==> src/rtl/prefetch_queue.sv <==
// -----------------------------------------------------------------------------
// prefetch_queue
//
// Instruction prefetch buffer between a single-outstanding instruction memory
// port and the fetch/decode pipeline register. Fetches sequentially from a
// fetch PC, buffers up to DEPTH {instruction, pc+4} entries, and flushes on a
// decode-stage redirect. A response to a request that was in flight when a
// redirect arrived is dropped.
//
// Optional feature (compile-time macro PREFETCH_BYPASS_EN):
//   When defined, a response arriving while the queue is empty is presented
//   on the output in the same cycle; if decode accepts it, it is never written
//   into the queue. When undefined, every response goes through the queue.
//
// Parameters
//   DATA_WIDTH  instruction / address width
//   DEPTH       queue entries (power of two, >= 2)
//   RESET_PC    first fetch address after reset
//
// Ports
//   clk           clock, rising edge
//   rst           asynchronous active-high reset
//   mem_req       fetch request to instruction memory
//   mem_addr      fetch address, stable while a request is outstanding
//   mem_rvalid    memory response valid (one cycle per response)
//   mem_rdata     fetched instruction word
//   redirect      branch/jump taken in decode
//   redirect_pc   new fetch target
//   out_valid     out_instr / out_pc_plus4 hold a valid entry
//   out_instr     instruction for the fetch/decode register
//   out_pc_plus4  fetch address + 4 of that instruction
//   out_ready     decode accepts the entry (~stallD)
// -----------------------------------------------------------------------------
module prefetch_queue #(
  parameter int unsigned           DATA_WIDTH = 32,
  parameter int unsigned           DEPTH      = 4,
  parameter logic [DATA_WIDTH-1:0] RESET_PC   = '0
) (
  input  logic                  clk,
  input  logic                  rst,
  output logic                  mem_req,
  output logic [DATA_WIDTH-1:0] mem_addr,
  input  logic                  mem_rvalid,
  input  logic [DATA_WIDTH-1:0] mem_rdata,
  input  logic                  redirect,
  input  logic [DATA_WIDTH-1:0] redirect_pc,
  output logic                  out_valid,
  output logic [DATA_WIDTH-1:0] out_instr,
  output logic [DATA_WIDTH-1:0] out_pc_plus4,
  input  logic                  out_ready
);

  localparam int unsigned PTR_W = (DEPTH > 1) ? $clog2(DEPTH) : 1;
  localparam int unsigned CNT_W = $clog2(DEPTH) + 1;
  localparam logic [CNT_W-1:0] DEPTH_C = CNT_W'(DEPTH);

  // State
  logic [DATA_WIDTH-1:0] r_fetch_pc;
  logic                  r_outstanding;
  logic                  r_discard;
  logic [CNT_W-1:0]      r_count;
  logic [PTR_W-1:0]      r_rd_ptr;
  logic [PTR_W-1:0]      r_wr_ptr;
  logic [DATA_WIDTH-1:0] r_instr [DEPTH];
  logic [DATA_WIDTH-1:0] r_pc4   [DEPTH];

  // Next-state and datapath wires
  logic [DATA_WIDTH-1:0] w_fetch_pc_nxt;
  logic                  w_outstanding_nxt;
  logic                  w_discard_nxt;
  logic [CNT_W-1:0]      w_count_nxt;
  logic [PTR_W-1:0]      w_rd_ptr_nxt;
  logic [PTR_W-1:0]      w_wr_ptr_nxt;
  logic [DATA_WIDTH-1:0] w_pc_plus4;
  logic                  w_empty;
  logic                  w_full;
  logic                  w_accept;
  logic                  w_bypass;
  logic                  w_push;
  logic                  w_pop;

  assign w_pc_plus4 = r_fetch_pc + DATA_WIDTH'(4);
  assign w_empty    = (r_count == '0);
  assign w_full     = (r_count == DEPTH_C);

  // A response is kept only if it belongs to the current fetch stream: not
  // flagged by an earlier redirect and not coinciding with a redirect now.
  assign w_accept = mem_rvalid & ~r_discard & ~redirect;

`ifdef PREFETCH_BYPASS_EN
  assign w_bypass = w_empty & w_accept;
`else
  assign w_bypass = 1'b0;
`endif

  // A bypassed response that decode takes immediately never occupies a slot.
  assign w_push = w_accept & ~(w_bypass & out_ready);
  assign w_pop  = ~w_empty & out_ready;

  // Memory side: single outstanding request, never issued when full, so a
  // response can never arrive into a full queue.
  assign mem_req  = ~rst & ~r_outstanding & ~w_full & ~redirect;
  assign mem_addr = r_fetch_pc;

  // Decode side
  assign out_valid = ~rst & (~w_empty | w_bypass);

  always_comb begin
    out_instr    = r_instr[r_rd_ptr];
    out_pc_plus4 = r_pc4[r_rd_ptr];
    if (w_bypass) begin
      out_instr    = mem_rdata;
      out_pc_plus4 = w_pc_plus4;
    end
    if (rst) begin
      out_instr    = '0;
      out_pc_plus4 = '0;
    end
  end

  // Next-state logic
  always_comb begin
    w_fetch_pc_nxt    = r_fetch_pc;
    w_outstanding_nxt = r_outstanding;
    w_discard_nxt     = r_discard;
    w_count_nxt       = r_count;
    w_rd_ptr_nxt      = r_rd_ptr;
    w_wr_ptr_nxt      = r_wr_ptr;

    if (mem_req) begin
      w_outstanding_nxt = 1'b1;
    end else if (mem_rvalid) begin
      w_outstanding_nxt = 1'b0;
    end

    // Only one request can be in flight, so any response ends the discard
    // window. A redirect on the response cycle drops that response directly
    // and leaves nothing in flight to discard.
    if (mem_rvalid) begin
      w_discard_nxt = 1'b0;
    end else if (redirect && r_outstanding) begin
      w_discard_nxt = 1'b1;
    end

    if (redirect) begin
      w_fetch_pc_nxt = redirect_pc;
    end else if (w_accept) begin
      w_fetch_pc_nxt = w_pc_plus4;
    end

    if (redirect) begin
      w_count_nxt  = '0;
      w_rd_ptr_nxt = '0;
      w_wr_ptr_nxt = '0;
    end else begin
      if (w_push) begin
        w_wr_ptr_nxt = r_wr_ptr + PTR_W'(1);
      end
      if (w_pop) begin
        w_rd_ptr_nxt = r_rd_ptr + PTR_W'(1);
      end
      unique case ({w_push, w_pop})
        2'b10:   w_count_nxt = r_count + CNT_W'(1);
        2'b01:   w_count_nxt = r_count - CNT_W'(1);
        default: w_count_nxt = r_count;
      endcase
    end
  end

  // Control state
  always_ff @(posedge clk or posedge rst) begin
    if (rst) begin
      r_fetch_pc    <= RESET_PC;
      r_outstanding <= 1'b0;
      r_discard     <= 1'b0;
      r_count       <= '0;
      r_rd_ptr      <= '0;
      r_wr_ptr      <= '0;
    end else begin
      r_fetch_pc    <= w_fetch_pc_nxt;
      r_outstanding <= w_outstanding_nxt;
      r_discard     <= w_discard_nxt;
      r_count       <= w_count_nxt;
      r_rd_ptr      <= w_rd_ptr_nxt;
      r_wr_ptr      <= w_wr_ptr_nxt;
    end
  end

  // Entry storage; contents are only observed through a valid count, so it
  // carries no reset.
  always_ff @(posedge clk) begin
    if (w_push) begin
      r_instr[r_wr_ptr] <= mem_rdata;
      r_pc4[r_wr_ptr]   <= w_pc_plus4;
    end
  end

endmodule

==> config.mk <==
export PLATFORM = sky130hd
export DESIGN_NAME = prefetch_queue
export DESIGN_NICKNAME = d
export VERILOG_FILES = /design/src/rtl/prefetch_queue.sv
export SDC_FILE = /design/constraint.sdc
export NUM_CORES = 1
export LEC_CHECK = 0
export BUFFER_PORTS_ARGS = -buffer_cell sky130_fd_sc_hd__buf_4
export CAP_MARGIN = 20
export CORE_MARGIN = 2
export CORE_UTILIZATION = 50
export CTS_CLUSTER_DIAMETER = 200
export DETAILED_ROUTE_END_ITERATION = 7
export GPL_TIMING_DRIVEN = 0
export PLACE_DENSITY_LB_ADDON = 0.12
export SLEW_MARGIN = 20
export SYNTH_ARGS = -nofsm -noshare
export SYNTH_HDL_FRONTEND = slang
export SYNTH_SLANG_ARGS = --single-unit
==> constraint.sdc <==
create_clock -name clk -period 4.3 [get_ports clk]
set_input_delay 0.215 -clock clk [delete_from_list [all_inputs] [get_ports clk]]
set_output_delay 0.215 -clock clk [all_outputs]
set_load 0.02 [all_outputs]
---- Word level (Yosys, flattened, before mapping) ----
Memories as Yosys holds them, arrays and structs flattened.
Cells that the tools add are included.
word-level totals
  bits in registers ....................... 41
  bits in writable memories ............... 256
  input bits .............................. 69
  output and inout bits ................... 98
  word-level logic and storage cells ...... 52
  memories kept ........................... 2
memories
  memory   depth  width  rd ports  clocked after Yosys merged registers in  wr ports  RTL line  source
  r_instr  4      32     1         0                                        1         64        logic [DATA_WIDTH-1:0] r_instr [DEPTH];
  r_pc4    4      32     1         0                                        1         65        logic [DATA_WIDTH-1:0] r_pc4 [DEPTH];
cells by class
  add/sub/neg operators ................... 5
  equal/unequal tests ..................... 3
  multiplexer cells ....................... 16
  bitwise gates (word level) .............. 13
  reductions and logical operators ........ 7
operators with widths
  operator                 count
  $mux W32                 4
  $add A32 B3 Y32 const B  1
  $mux W2                  4
  $reduce_bool A2 Y1       4
  $and A1 B1 Y1            7
  $mux W1                  6
  $not A1 Y1               6
  $pmux W3 S2              1
  $add A2 B1 Y2 const B    2
  $add A3 B1 Y3 const B    1
  $eq A3 B3 Y1 const B     1
  $logic_not A3 Y1         1
  $mux W3                  1
  $reduce_bool A3 Y1       1
  $sub A3 B1 Y3 const B    1
  $eq A2 B1 Y1 const B     1
  $eq A2 B2 Y1 const B     1
  $logic_and A1 B1 Y1      1

---- Depth between registers and ports, before layout ----
Gate-level depths: netlist of run 1.
  word-level depth ........................ 6
  depth in mapped cells ................... 8
  gate-level depth less buffers ........... 6

---- Worst setup path before layout of run 1 ----
OpenSTA, ideal clock, no wires.
  kind .................................... register to register
  start ................................... register r_discard
  end ..................................... memory r_instr[0][0] (enable)
  library setup time ...................... 429 ps
  arrival time ............................ 2712 ps
  data required time ...................... 3871 ps
  slack ................................... 1159 ps
  cell stages (with the launch flop) ...... 5
  buffers on the path ..................... 2
  clock period less this slack ............ 3141 ps
  path through ............................ dfrtp_1 > nor2b_1 > buf_1 > clkbuf_1 > and3_1
on the way
  word-level cells in the longest chain between the ends .. 5
ends and longest elaborated chain
  element                        RTL line  source
  from (decl)                    60        logic r_discard;
  from (signal assigned)         182       r_discard <= w_discard_nxt;
  $not A1 Y1                     88        assign w_accept = mem_rvalid & ~r_discard & ~redirect;
  $and A1 B1 Y1 (2 in a row)     88
  $mux W1                        192       if (w_push) begin
  $mux W1 (implied by the code)  193       r_instr[r_wr_ptr] <= mem_rdata;
  to (decl)                      64
No other way between the ends.

---- Worst setup path in the final report of run 1 ----
  start ................................... register r_rd_ptr[0]
  end ..................................... output out_pc_plus4[10]
on the way
  word-level cells in the longest chain between the ends .. 2
ends and longest elaborated chain
  element                 RTL line  source
  from (decl)             62        logic [PTR_W-1:0] r_rd_ptr;
  from (signal assigned)  184       r_rd_ptr <= w_rd_ptr_nxt;
  $mem_v2 Z4 W32          --
  $mux W32                115       if (rst) begin
  to (decl)               49        output logic [DATA_WIDTH-1:0] out_pc_plus4,
No other way between the ends.

==> results.py, run 1 <==
metrics = {
    "status": {
        "outcome": "finished, final reports clean",
    },
    "global_route": {
        "grt_usage": 0.2121,
        "grt_start_max_net_pins": 51,
        "via_count_of_the_first_global_routing_pass": 7615,
        "antenna_violations_before_repair": 0,
        "grt_remaining_overflow": 0,
        "grt_pass1_wl_um": 42570,
    },
    "final_layout": {
        "insertedDiodeCount": 0,
        "nets_finish": 1109,
        "final_core_utilization": 0.6397,
        "finish.instance_area_mm2": 0.01597,
        "layout-drive-gt1-share": 0.2902,
        "layout_overhead_on_the_synthesized_area_pct": 26.97,
    },
    "clock_network": {
        "cts_max_level": 1,
        "cts.root.buffer_cell": "clkbuf_16",
        "cts_buffer_depth": 3,
        "clock_latency_ns": 0.55,
        "tritoncts": "yes",
        "cts_num_sinks": 297,
        "cts_setup_buffers": 0,
        "cts-buffers-inserted": 31,
        "clkSlewWorstSetupHoldPaths_ns": 0.06,
    },
    "placement": {
        "port_buffers": 165,
        "routabilityCongestion": 0.8662,
        "dpl_cell_area_mm2": 0.01437,
        "detailedPlacementHpwl_um": 17800,
    },
    "power": {
        "ir_worst_vdd_mv": 0.2924,
        "switching_share": 0.2634,
        "power_frac_comb": 0.222,
        "total_power_mw": 7.499,
        "power-per-cell-area_mw_per_mm2": 469.6,
        "clock_power_share": 0.329,
        "share_seq_of_total_power": 0.449,
        "internal-power_mw": 5.523,
        "total_leakage_power_nw": 5.637,
        "p_sw_mw": 1.975,
    },
    "worst_setup_path": {
        "crit_path_start_kind": "register",
        "crit_fanout": 10,
        "critPathSlowestCell": "clkbuf_1",
        "critPathBufInv": 3,
        "rrSetupSlack_ns": 1.42,
        "path_class": "register to primary output",
        "cpLargestDelayFamily": "buffers and inverters",
        "worstPathRequired_ns": 4.09,
        "worst_ep_arrival_time_ns": 2.88,
        "critical-path-max-stage-delay_ns": 0.61,
        "worstPathCellList": "clkbuf_1, buf_2, mux4_2, and2_1, buf_4",
        "crit_path_end_kind": "primary output",
    },
    "synthesis": {
        "synth-edff-count": 256,
        "synth_top_area_cells": "edfxtp_1 61%, mux4_2 11%, dfrtp_1 8.2%",
        "synth_top_flop_cell": "edfxtp_1",
        "synth-seq-area-share": 0.6927,
        "most_common_cell_in_the_synthesized_netlist": "edfxtp_1",
        "syn_inst": 767,
        "yosys_warnings": 0,
        "postSynthAreaPerCell_um2": 16.40,
        "netlist-cell-type-count": 49,
        "synthTopCellsByCount": "256 x edfxtp_1, 66 x and2_1, 64 x mux4_2",
        "post_synthesis_cell_area_mm2": 0.01258,
        "async_set_or_reset_flop_fraction_in_the_synthesized_netlist": 0.1380,
        "synthesis.nets": 842,
        "synth_top_cell_by_area": "edfxtp_1",
        "post_synthesis_register_bit_count": 297,
        "synth_top_cell_area_share": 0.6112,
    },
    "timing": {
        "fin_skew_ns": 0.02228,
        "maximum_clock_frequency_mhz": 323.0,
        "slew_headroom": 0.2892,
        "rsz0062_at_grt": "no",
        "setup-violations-final": 0,
        "period_share": 0.7201,
        "fin_crit_period_ns": 3.096,
        "maxSlewViolCount": 0,
        "worst_pin_slew_ns": 1.057,
        "final_hold_viol_count": 0,
    },
    "hold_path": {
        "worst_hold_path_type": "primary input to register",
    },
    "floorplan": {
        "die_width_um": 162.6,
        "fp.dieH_um": 162.6,
        "fp.coreArea_mm2": 0.02496,
        "initial_utilization": 0.5039,
        "fp-row-count": 58,
        "fp.dieArea_mm2": 0.02644,
        "io_pins": 167,
    },
    "detailed_routing": {
        "drtAntennaViolNets": 0,
        "routed-via-count": 7639,
        "via_per_inst": 5.504,
        "routed_wire_length_per_instance_um": 19.99,
        "first_iter_violations": 697,
        "drc_viols": 0,
        "detailedRoute.firstPassIterationCount": 5,
        "totalWireLength_um": 27750,
    },
    "run": {
        "max_cap_viol_count": 0,
    },
}
[area by class of cell]
| class | instances | area [um^2] |
|---|---|---|
| Fill cell | 1862 | 8994 |
| Clock buffer | 40 | 829.5 |
| Timing Repair Buffer | 234 | 1999 |
| Tap cell | 330 | 412.9 |
| Inverter | 15 | 56.30 |
| Clock inverter | 17 | 120.1 |
| Buffer | 53 | 232.7 |
| Sequential cell | 297 | 8713 |
| Multi-Input combinational cell | 402 | 3606 |
[state kept, by name, summed over array words and instances, names as in the netlist]
| name | flops |
|---|---|
| r_pc4 | 128 |
| r_discard | 1 |
| r_wr_ptr | 2 |
| mem_addr | 32 |
| r_rd_ptr | 2 |
| r_instr | 128 |
| r_outstanding | 1 |
| r_count | 3 |
[tightest hold or removal path, delay by kind of cell]
family / cells / cell delay, ns
AO/OA/AOI/OAI: 1 / 0.13
AND/OR/NAND/NOR: 1 / 0.12
buffers and inverters: 1 / 0.07
[layer usage]
layer,routed length (um),global-route usage,vias to the layer above
li1,-,-,3503
met1,11770,0.2956,3810
met2,13480,0.3513,285
met3,1883,0.03489,41
met4,605,0.05913,0
met5,0,0,-
[cell usage in the layout, fill, tap and decap left out, types with 15 or more instances in the layout]
cell type      Yosys  layout
nand4_1           15      15
clkbuf_16          0      31
clkbuf_1          33      39
nand2_1           41      41
xnor2_1           32      32
dfrtp_1           41      41
buf_4              2     167
dlygate4sd3_1      0      65
nand3_1           23      23
mux4_2            64      64
and2_1            66      66
nor2_1            31      31
edfxtp_1         256     256
o21ai_0           16      16
[worst paths after layout]
check,startpoint,endpoint,cells after the start
worst max register to register,mem_addr[2]$_DFFE_PP0N_,r_pc4[2][28]$_DFFE_PP_,6
worst max-delay path,r_rd_ptr[0]$_DFFE_PP0P_,out_pc_plus4[10],5
worst min register to register,r_outstanding$_DFFE_PP0P_,r_outstanding$_DFFE_PP0P_,1
min in group asynchronous,rst,r_count[1]$_DFFE_PP0P_,4
worst min-delay path,redirect_pc[20],mem_addr[20]$_DFFE_PP0N_,3
max in group asynchronous,rst,mem_addr[0]$_DFFE_PP0P_,4
[power groups by stage]
| stage | registers [mW] | logic, mW | clock network [mW] |
|---|---|---|---|
| 3_5_place_dp | 3.43 | 1.64 | 0 |
| 6_report | 3.37 | 1.66 | 2.47 |
| 4_1_cts | 3.37 | 1.69 | 2.52 |
| 2_1_floorplan | 3.44 | 1.07 | 0 |
| 3_3_place_gp | 3.43 | 1.62 | 0 |
| 5_1_grt | 3.38 | 1.81 | 2.64 |
[stage by stage]
stage | setup slack, ns | hold WS, ns | cells | TNS [ns]
final | 1.204 | 0.02986 | 1388 | 0
after global routing | 0.9788 | 0.03244 | 1388 | 0
after CTS | 1.079 | 0.005109 | 1388 | 0
after detailed placement | 1.453 | 0.4081 | 1266 | 0
after global placement | -0.4592 | 0.4090 | 1262 | -106.03
after floorplan | 1.159 | 0.2814 | 767 | 0
[cells by family after synthesis]
family	Yosys count	share of synthesized area
xor+xnor	42	0.02924
buf+inv	68	0.02268
compound gates	52	0.02716
mux	68	0.1180
fa+ha+maj	6	0.006565
simple gates	234	0.1037
flops	297	0.6927
[timing repair]
| action | in CTS | in global routing |
|---|---|---|
| gates resized for setup | 0 | 0 |
| endpoints found under the setup margin | 0 | 0 |
| hold buffers | 65 | 0 |
| hold endpoints to repair | 202 | 0 |
(Power assumes the default switching activity.)
==> run 2, diff against run 1 <==
==> constraint.sdc (replaced) <==
create_clock -name clk -period 2.7 [get_ports clk]
set_input_delay 0.135 -clock clk [delete_from_list [all_inputs] [get_ports clk]]
set_output_delay 0.135 -clock clk [all_outputs]
set_load 0.02 [all_outputs]
==> run 2 against run 1 <==
Non-clock buffer count increased by 1. Utilization increased by 0.32 points. Flip-flop and latch count unchanged. Final area increased by 0.49%. Clock skew decreased by 0.0081 ns. Highest routed layer unchanged.
==> results.py, run 2 (synthesized netlist as in run 1, its figures left out) <==
metrics = {
    "status": {
        "outcome": "finished, final reports clean",
    },
    "timing": {
        "finalSetupTns_ns": 0,
        "fin_skew_ns": 0.01418,
        "final_hold_viol_count": 0,
        "slew_headroom": 0.4027,
        "maxSlewViolCount": 0,
        "period_share": 0.9502,
        "worst_pin_slew_ns": 0.8878,
        "fin_crit_period_ns": 2.565,
        "maximum_clock_frequency_mhz": 389.8,
        "setup-violations-final": 0,
    },
    "floorplan": {
        "fp.dieH_um": 162.6,
        "fp-row-count": 58,
        "fp.coreArea_mm2": 0.02496,
        "fp.dieArea_mm2": 0.02644,
        "initial_utilization": 0.5039,
        "io_pins": 167,
        "die_width_um": 162.6,
    },
    "final_layout": {
        "instances_no_fill": 1390,
        "layout_overhead_on_the_synthesized_area_pct": 27.59,
        "leading_cell_types_in_the_layout_fill_and_taps_excluded": "256 x edfxtp_1, 172 x buf_4, 66 x and2_1, 66 x dlygate4sd3_1, 64 x mux4_2",
        "finish.instance_area_mm2": 0.01605,
        "mostFrequentLayoutCell": "edfxtp_1",
        "nets_finish": 1111,
        "layout-drive-gt1-share": 0.3028,
        "final_core_utilization": 0.6429,
        "insertedDiodeCount": 0,
    },
    "global_route": {
        "global_route.usage.met3": 0.03743,
        "gr-max-usage-layer": "met2",
        "grt_usage": 0.2181,
        "met1_usage": 0.3039,
        "via_count_of_the_first_global_routing_pass": 7709,
        "gr-usage-met2": 0.3634,
        "grt_remaining_overflow": 0,
        "grt_pass1_wl_um": 43900,
        "antenna_violations_before_repair": 1,
        "grt_start_max_net_pins": 51,
    },
    "power": {
        "power-per-cell-area_mw_per_mm2": 750.1,
        "ir_worst_vdd_mv": 0.3719,
        "total_power_mw": 12.04,
        "total_leakage_power_nw": 5.722,
    },
    "clock_network": {
        "cts.root.buffer_cell": "clkbuf_16",
        "cts_setup_buffers": 0,
        "cts_max_level": 1,
        "clock_latency_ns": 0.55,
        "cts_buffer_depth": 3,
        "clkSlewWorstSetupHoldPaths_ns": 0.06,
        "cts-buffers-inserted": 31,
        "cts_num_sinks": 297,
        "tritoncts": "yes",
    },
    "worst_setup_path": {
        "worst_ep_arrival_time_ns": 2.43,
        "crit_path_start_kind": "primary input",
        "path_class": "primary input to primary output",
        "worstPathRequired_ns": 2.57,
        "crit_path_end_kind": "primary output",
        "crit_fanout": 10,
    },
    "detailed_routing": {
        "totalWireLength_um": 28510,
        "via_per_inst": 5.550,
        "routed_wire_length_per_instance_um": 20.51,
        "drc_viols": 0,
        "drtAntennaViolNets": 0,
        "routed-via-count": 7714,
        "first_iter_violations": 627,
        "detailedRoute.firstPassIterationCount": 5,
    },
    "hold_path": {
        "worst_hold_path_type": "primary input to register",
    },
    "placement": {
        "numPlacedInstances": 1266,
        "detailedPlacementHpwl_um": 17810,
        "port_buffers": 165,
        "routabilityCongestion": 0.8707,
        "dpl_cell_area_mm2": 0.01437,
    },
    "run": {
        "max_cap_viol_count": 0,
    },
}
==> run 2: layer usage <==
metal | wire, um | vias to the layer above
met5 | 0 | -
met4 | 486 | 0
met3 | 2053 | 38
met2 | 14200 | 274
met1 | 11780 | 3890
li1 | - | 3512
==> run 2: area by class of cell <==
| cell class | instances | area (um^2) |
|---|---|---|
| sequential | 297 | 8713 |
| inverter | 15 | 56.30 |
| fill | 1867 | 8915 |
| clock inverter | 21 | 150.1 |
| timing repair buffer | 235 | 2009 |
| tap | 330 | 412.9 |
| buffer | 53 | 264.0 |
| clock buffer | 36 | 794.5 |
| multi-input combinational | 403 | 3649 |
==> run 2: what timing repair did <==
item                                    CTS  global route
hold buffers                             66             0
endpoints found under the setup margin  248           210
gates cloned                              1             0
endpoints found under the hold margin   203             0
gates resized for setup                  10            18
pin swaps                                 1             0
==> run 2: final timing paths <==
check,end,startpoint,slack [ns],depth (start not counted)
worst max-delay path,out_pc_plus4[0],rst,0.13,7
worst min-delay path,r_rd_ptr[0]$_DFFE_PP0P_,out_ready,0.08,4
worst max register to register,r_pc4[0][23]$_DFFE_PP_,mem_addr[4]$_DFFE_PP0N_,0.16,5
worst min register to register,r_outstanding$_DFFE_PP0P_,r_outstanding$_DFFE_PP0P_,0.53,1
max in group asynchronous,mem_addr[27]$_DFFE_PP0N_,rst,1.73,4
min in group asynchronous,mem_addr[10]$_DFFE_PP0N_,rst,0.51,4
==> run 2: where the power goes <==
group	internal, mW	total (mW)	switching (mW)	leakage [nW]
registers	5.23	5.37	0.139	2.82
logic	1.34	2.71	1.37	2.43
clock network	2.28	3.96	1.68	0.475
total	8.85	12.0	3.18	5.72
==> run 2: critical path, cell delays in order <==
cell and delay, ns:
dlygate4sd3_1 0.55, buf_4 0.15, inv_1 0.10, clkdlybuf4s15_1 0.74, clkbuf_1 0.39, and2_1 0.21
buf_4 0.14
==> run 2: metrics by stage <==
stage / setup slack [ns] / hold slack, ns
after global routing: -0.001043 / 0.08744
after CTS: 0.01377 / 0.1505
after global placement: -0.8034 / 0.3324
after detailed placement: -0.1733 / 0.3378
after floorplan: 0.2624 / 0.2014
final: 0.1346 / 0.08103
